## src/rtl/fifo_stream_reader.sv

```systemverilog
// Read-side adapter for a synchronous FIFO: issues credit-limited reads and
// re-presents the registered FIFO output as a full-throughput valid/ready stream.
module fifo_stream_reader #(
    parameter int unsigned DSIZE = 8,
    parameter int unsigned CNT_W = 16
) (
    input  logic             clk,
    input  logic             rstn,
    input  logic             fifo_empty,
    output logic             fifo_rd_en,
    input  logic [DSIZE-1:0] fifo_dout,
    output logic             m_valid,
    input  logic             m_ready,
    output logic [DSIZE-1:0] m_data,
    output logic [CNT_W-1:0] xfer_count
);

    localparam int unsigned OCC_W    = 2;
    localparam int unsigned CREDIT_W = 3;
    localparam int unsigned DEPTH    = 2;

    logic [OCC_W-1:0]    occ;
    logic [OCC_W-1:0]    occ_p;
    logic [OCC_W-1:0]    occ_n;
    logic                infl;
    logic [DSIZE-1:0]    head;
    logic [DSIZE-1:0]    tail;
    logic [DSIZE-1:0]    head_n;
    logic [DSIZE-1:0]    tail_n;
    logic                pop;
    logic [CREDIT_W-1:0] credit;

    // Read credit counts this cycle's pop so a steady stream never stalls.
    always_comb begin
        pop        = m_valid & m_ready;
        credit     = CREDIT_W'(occ) + CREDIT_W'(infl) - CREDIT_W'(pop);
        fifo_rd_en = !rstn && !fifo_empty && (credit < CREDIT_W'(DEPTH));
    end

    // Pop first, then place the returning word behind whatever remains.
    always_comb begin
        occ_p  = occ - OCC_W'(pop);
        head_n = (pop && (occ == OCC_W'(2))) ? tail : head;
        tail_n = tail;
        occ_n  = occ_p;
        if (infl) begin
            if (occ_p == '0) begin
                head_n = fifo_dout;
            end else begin
                tail_n = fifo_dout;
            end
            occ_n = occ_p + OCC_W'(1);
        end
    end

    always_ff @(posedge clk or posedge rstn) begin
        if (rstn) begin
            occ        <= '0;
            infl       <= 1'b0;
            head       <= '0;
            tail       <= '0;
            m_valid    <= 1'b0;
            xfer_count <= '0;
        end else begin
            occ     <= occ_n;
            infl    <= fifo_rd_en;
            head    <= head_n;
            tail    <= tail_n;
            m_valid <= (occ_n != '0);
            if (pop) begin
                xfer_count <= xfer_count + CNT_W'(1);
            end
        end
    end

    assign m_data = head;

    // A capture arriving into a full buffer means the credit rule was broken.
    a_no_overflow : assert property (@(posedge clk) disable iff (rstn)
        !(infl && (occ_p == OCC_W'(DEPTH))))
        else $error("fifo_stream_reader: capture into full buffer");

    a_occ_range : assert property (@(posedge clk) disable iff (rstn)
        occ <= OCC_W'(DEPTH))
        else $error("fifo_stream_reader: occupancy out of range");

endmodule

```

## config.mk

```make
export PLATFORM = sky130hd
export DESIGN_NAME = fifo_stream_reader
export DESIGN_NICKNAME = d
export VERILOG_FILES = /design/src/rtl/fifo_stream_reader.sv
export SDC_FILE = /design/constraint.sdc
export NUM_CORES = 1
export LEC_CHECK = 0
export ABC_AREA = 1
export BUFFER_PORTS_ARGS = -buffer_cell sky130_fd_sc_hd__clkbuf_2
export CORE_UTILIZATION = 50
export DETAILED_ROUTE_END_ITERATION = 12
export PLACE_DENSITY = 0.74
export SKIP_CTS_REPAIR_TIMING = 1
export SLEW_MARGIN = 20
export SYNTH_ARGS = -nofsm -noshare
export SYNTH_HDL_FRONTEND = slang
export SYNTH_SLANG_ARGS = --single-unit
```

## constraint.sdc

```tcl
create_clock -name clk -period 5.03 [get_ports clk]
set_clock_uncertainty 0.15 [all_clocks]
set_input_delay 0.7545 -clock clk [delete_from_list [all_inputs] [get_ports clk]]
set_output_delay 0.7545 -clock clk [all_outputs]
set_load 0.03 [all_outputs]
```

## Word-level counts from Yosys, hierarchy flattened

Cells that the tools add are included.

| storage, ports and cells | value |
|---|---|
| word-level logic and storage cells | 27 |
| flip-flop bits (word level) | 36 |

| cells by class | value |
|---|---|
| multiplexer cells | 4 |
| equality and inequality tests | 1 |
| add/subtract/negate cells | 5 |
| bitwise operators | 2 |
| reductions and logical operators | 8 |
| $lt $le $gt $ge | 1 |

Operator list:

| cell | number |
|---|---|
| $mux W8 | 3 |
| $add A16 B1 Y16 const B | 1 |
| $add A2 B1 Y3 | 1 |
| $logic_and A1 B1 Y1 | 3 |
| $lt A3 B2 Y1 const B | 1 |
| $sub A3 B1 Y3 | 1 |
| $add A2 B1 Y2 const B | 1 |
| $eq A2 B2 Y1 const B | 1 |
| $logic_not A1 Y1 | 2 |
| $logic_not A2 Y1 | 1 |
| $mux W2 | 1 |
| $reduce_and A2 Y1 | 1 |
| $reduce_bool A2 Y1 | 1 |
| $sub A2 B1 Y2 | 1 |
| $and A1 B1 Y1 | 1 |
| $not A1 Y1 | 1 |

## Depth between registers and ports, before layout

| logic depth | value |
|---|---|
| depth in word-level cells | 5 |
| gate-level depth with buffers | 10 |

## Worst setup path before layout

OpenSTA, ideal clock, no wires.

| path | value |
|---|---|
| kind | input -> output |
| start | input m_ready |
| end | output fifo_rd_en |
| setup slack | 1,699 ps |
| data required time | 4,126 ps |
| arrival time | 2,426 ps |
| cell stages on the path | 8 |
| path through | nand2_4 > inv_2 > nand2_1 > nand2_1 > nand2_1 > fa_1 > nand2_1 > nor3_1 |

| on the way | value |
|---|---|
| longest elaborated chain between the ends | 4 |

Ends and longest elaborated chain:

| element | RTL line | text |
|---|---|---|
| start, declared | 13 | `input logic m_ready,` |
| $and A1 B1 Y1 | 35 | `pop = m_valid & m_ready;` |
| $sub A3 B1 Y3 | 36 | `credit = CREDIT_W'(occ) + CREDIT_W'(infl) - CREDIT_W'(pop);` |
| $lt A3 B2 Y1 | 37 | `fifo_rd_en = !rstn && !fifo_empty && (credit < CREDIT_W'(DEPTH));` |
| $logic_and A1 B1 Y1 | 37 |  |
| end, declared | 10 | `output logic fifo_rd_en,` |

No other way between the ends.

## Worst setup path after layout

Same ends and word-level chain as after synthesis.

==> impl_results.md <==
* Status: finished clean
* Minimum clock period at 3.24 ns
* Post-DRT Antenna Nets at 0
* Mean Syn Cell Area at 8.28 um^2
* GRT overflow at 0
* Post-Syn Nets at 242
* Final Setup Violations at 0
* Vias in the first global route at 1424
* CTS sink cnt at 36
* Slew margin rel. at 0.521
* First-pass GRT wire length at 6.13 mm
* RSZ-0062 raised after global routing: no
* Drt initial violations at 66
* Fmax achieved at 309 MHz
* Initial antenna violation count at 0
* Vias per cell at 4.88
* Count of cell types in the netlist at 27
* Leakage power at 1.18 nW
* Worst-skew pair later-pin latency at 0.29 ns
* Die H at 63.3 um
* Final wirelength at 3.43 mm
* Most frequent cells in the layout: nand2_1 (61), clkbuf_2 (37), inv_1 (36), dfrtp_1 (36), nand3_1 (22)
* CTS clk-pin slew, worst paths at 0.07 ns
* Core box area at 0.00347 mm^2
* CP Data Required Time at 4.13 ns
* DRC at 0
* Worst Setup Start Kind: primary input
* Commonest non-fill, non-tap cell in the layout: nand2_1
* Pwr/cell area at 555 mW/mm^2
* Synth Register Bits at 36
* Post-Syn Area at 0.00188 mm^2
* CTS tree: built
* Share of cells above drive strength 1 at 0.234
* Max Slew Vio Count at 0
* Number of I/O pins at 38
* Number of diodes at 0
* First drt pass iteration count at 4
* Layout Utilization at 0.629
* Clock Tree Root: clkbuf_8
* Gp weighted congestion at 0.799
* Setup TNS at 0 ns
* Area of the die at 0.00401 mm^2
* Area delta synth->final at 16.0%
* CP Class: in -> out
* Largest net degree at the start of global routing at 38
* IR drop worst, VDD at 0.283 mV
* Number of nets in the layout at 283
* Drt wl/cell at 10.9 um
* Starting Density at 0.542
* Placed cell count at 307
* Die Wd at 63.3 um
* Vias at 1538
* Crit-path max FO at 9
* Maxcap violations at 0
* H-tree levels at 2
* Post-synthesis sequential area ratio at 0.479
* Critical Path End Type: output port
* # port buffers at 37
* Rows at 21
* Data arrival, critical path at 2.33 ns
* GRT Util Overall at 0.201
* Pwr Total at 1.21 mW
* DP HPWL at 2.44 mm
* Num CTS Buffers at 5
* Post-route clock period utilization at 0.643
* Finished Layout Cells at 315
* Fin. Hold Viols at 0
* Min-delay worst type: reg -> reg
* Worst Tran Pin Value at 0.718 ns
* Synthesized instance count at 227
* CTS max path bufs at 2
* Ys Warns at 0
synthesized netlist by cell type, drive strengths merged:
master	count	area [um^2]
o21bai	1	7.51
nand3	22	110
buf	3	36.3
nand3b	3	22.5
ha	2	25.0
xnor2	2	17.5
nand4	3	18.8
or2	1	6.26
inv	38	143
nand2	66	270
nor2	19	96.3
fa	1	20.0
and2	1	6.26
dfrtp	36	901
xor2	7	61.3
nor3	2	10.0
clkbuf	1	3.75
o21ai	19	125
critical path: stages:
cell and delay [ns]:
clkbuf_2 0.10, nand2_4 0.10, inv_2 0.11, nand2_1 0.08, nand2_1 0.07, nand2_1 0.07, fa_1 0.49, nand2_1 0.05
nor3_1 0.25, clkbuf_2 0.25
where the power goes:
group	total, mW	leakage, nW	switching, mW	internal (mW)
Clock	0.215	0.0455	0.104	0.112
Combinational	0.504	0.693	0.332	0.172
Sequential	0.492	0.445	0.0991	0.393
Total	1.21	1.18	0.535	0.676
through the flow:
| stage | hold WS (ns) | cell area (um^2) | worst slack (ns) |
|---|---|---|---|
| floorplan | 0.305 | 1880 | 1.70 |
| finish | 0.335 | 2180 | 1.79 |
| global placement | 0.315 | 2090 | 1.87 |
| CTS | 0.336 | 2180 | 1.79 |
| global route | 0.357 | 2180 | 1.64 |
| detailed placement | 0.319 | 2090 | 1.77 |
layout make-up:
class	instances	area [um^2]
Fill cell	332	1290
Inverter	38	143
Clock buffer	8	90.1
Sequential cell	36	901
Tap cell	46	57.6
Multi-Input combinational cell	149	797
Timing Repair Buffer	38	193
cell families after synthesis:
| logic type | count (synthesis) | synth area share |
|---|---|---|
| simple gates | 117 | 0.287 |
| fa+ha+maj | 3 | 0.0240 |
| buf+inv | 42 | 0.0971 |
| compound gates | 20 | 0.0705 |
| flops | 36 | 0.479 |
| xor+xnor | 9 | 0.0419 |
metal layers:
metal | GRT usage | wire length [um] | vias to the layer above
li1 | - | - | 784
met4 | 0.105 | 68 | 0
met1 | 0.240 | 1560 | 711
met2 | 0.328 | 1640 | 36
met3 | 0.0525 | 155 | 7
met5 | 0 | 0 | -
worst paths after layout:
kind	from	end	slack [ns]	depth (start not counted)
worst max-delay path	m_ready	fifo_rd_en	1.79	10
worst min-delay path	tail[6]	tail[6]	0.34	2
max in group asynchronous	rstn	m_data[6]	4.03	3
worst min register to register	tail[6]	tail[6]	0.34	2
min in group asynchronous	rstn	xfer_count[7]	0.39	3
worst max register to register	m_valid	tail[2]	2.79	8
sequential cells by signal (all words and copies together) (netlist names):
name	cells
occ	2
xfer_count	16
m_data	8
infl	1
m_valid	1
tail	8
No activity file was read; power rests on OpenSTA's default activity.
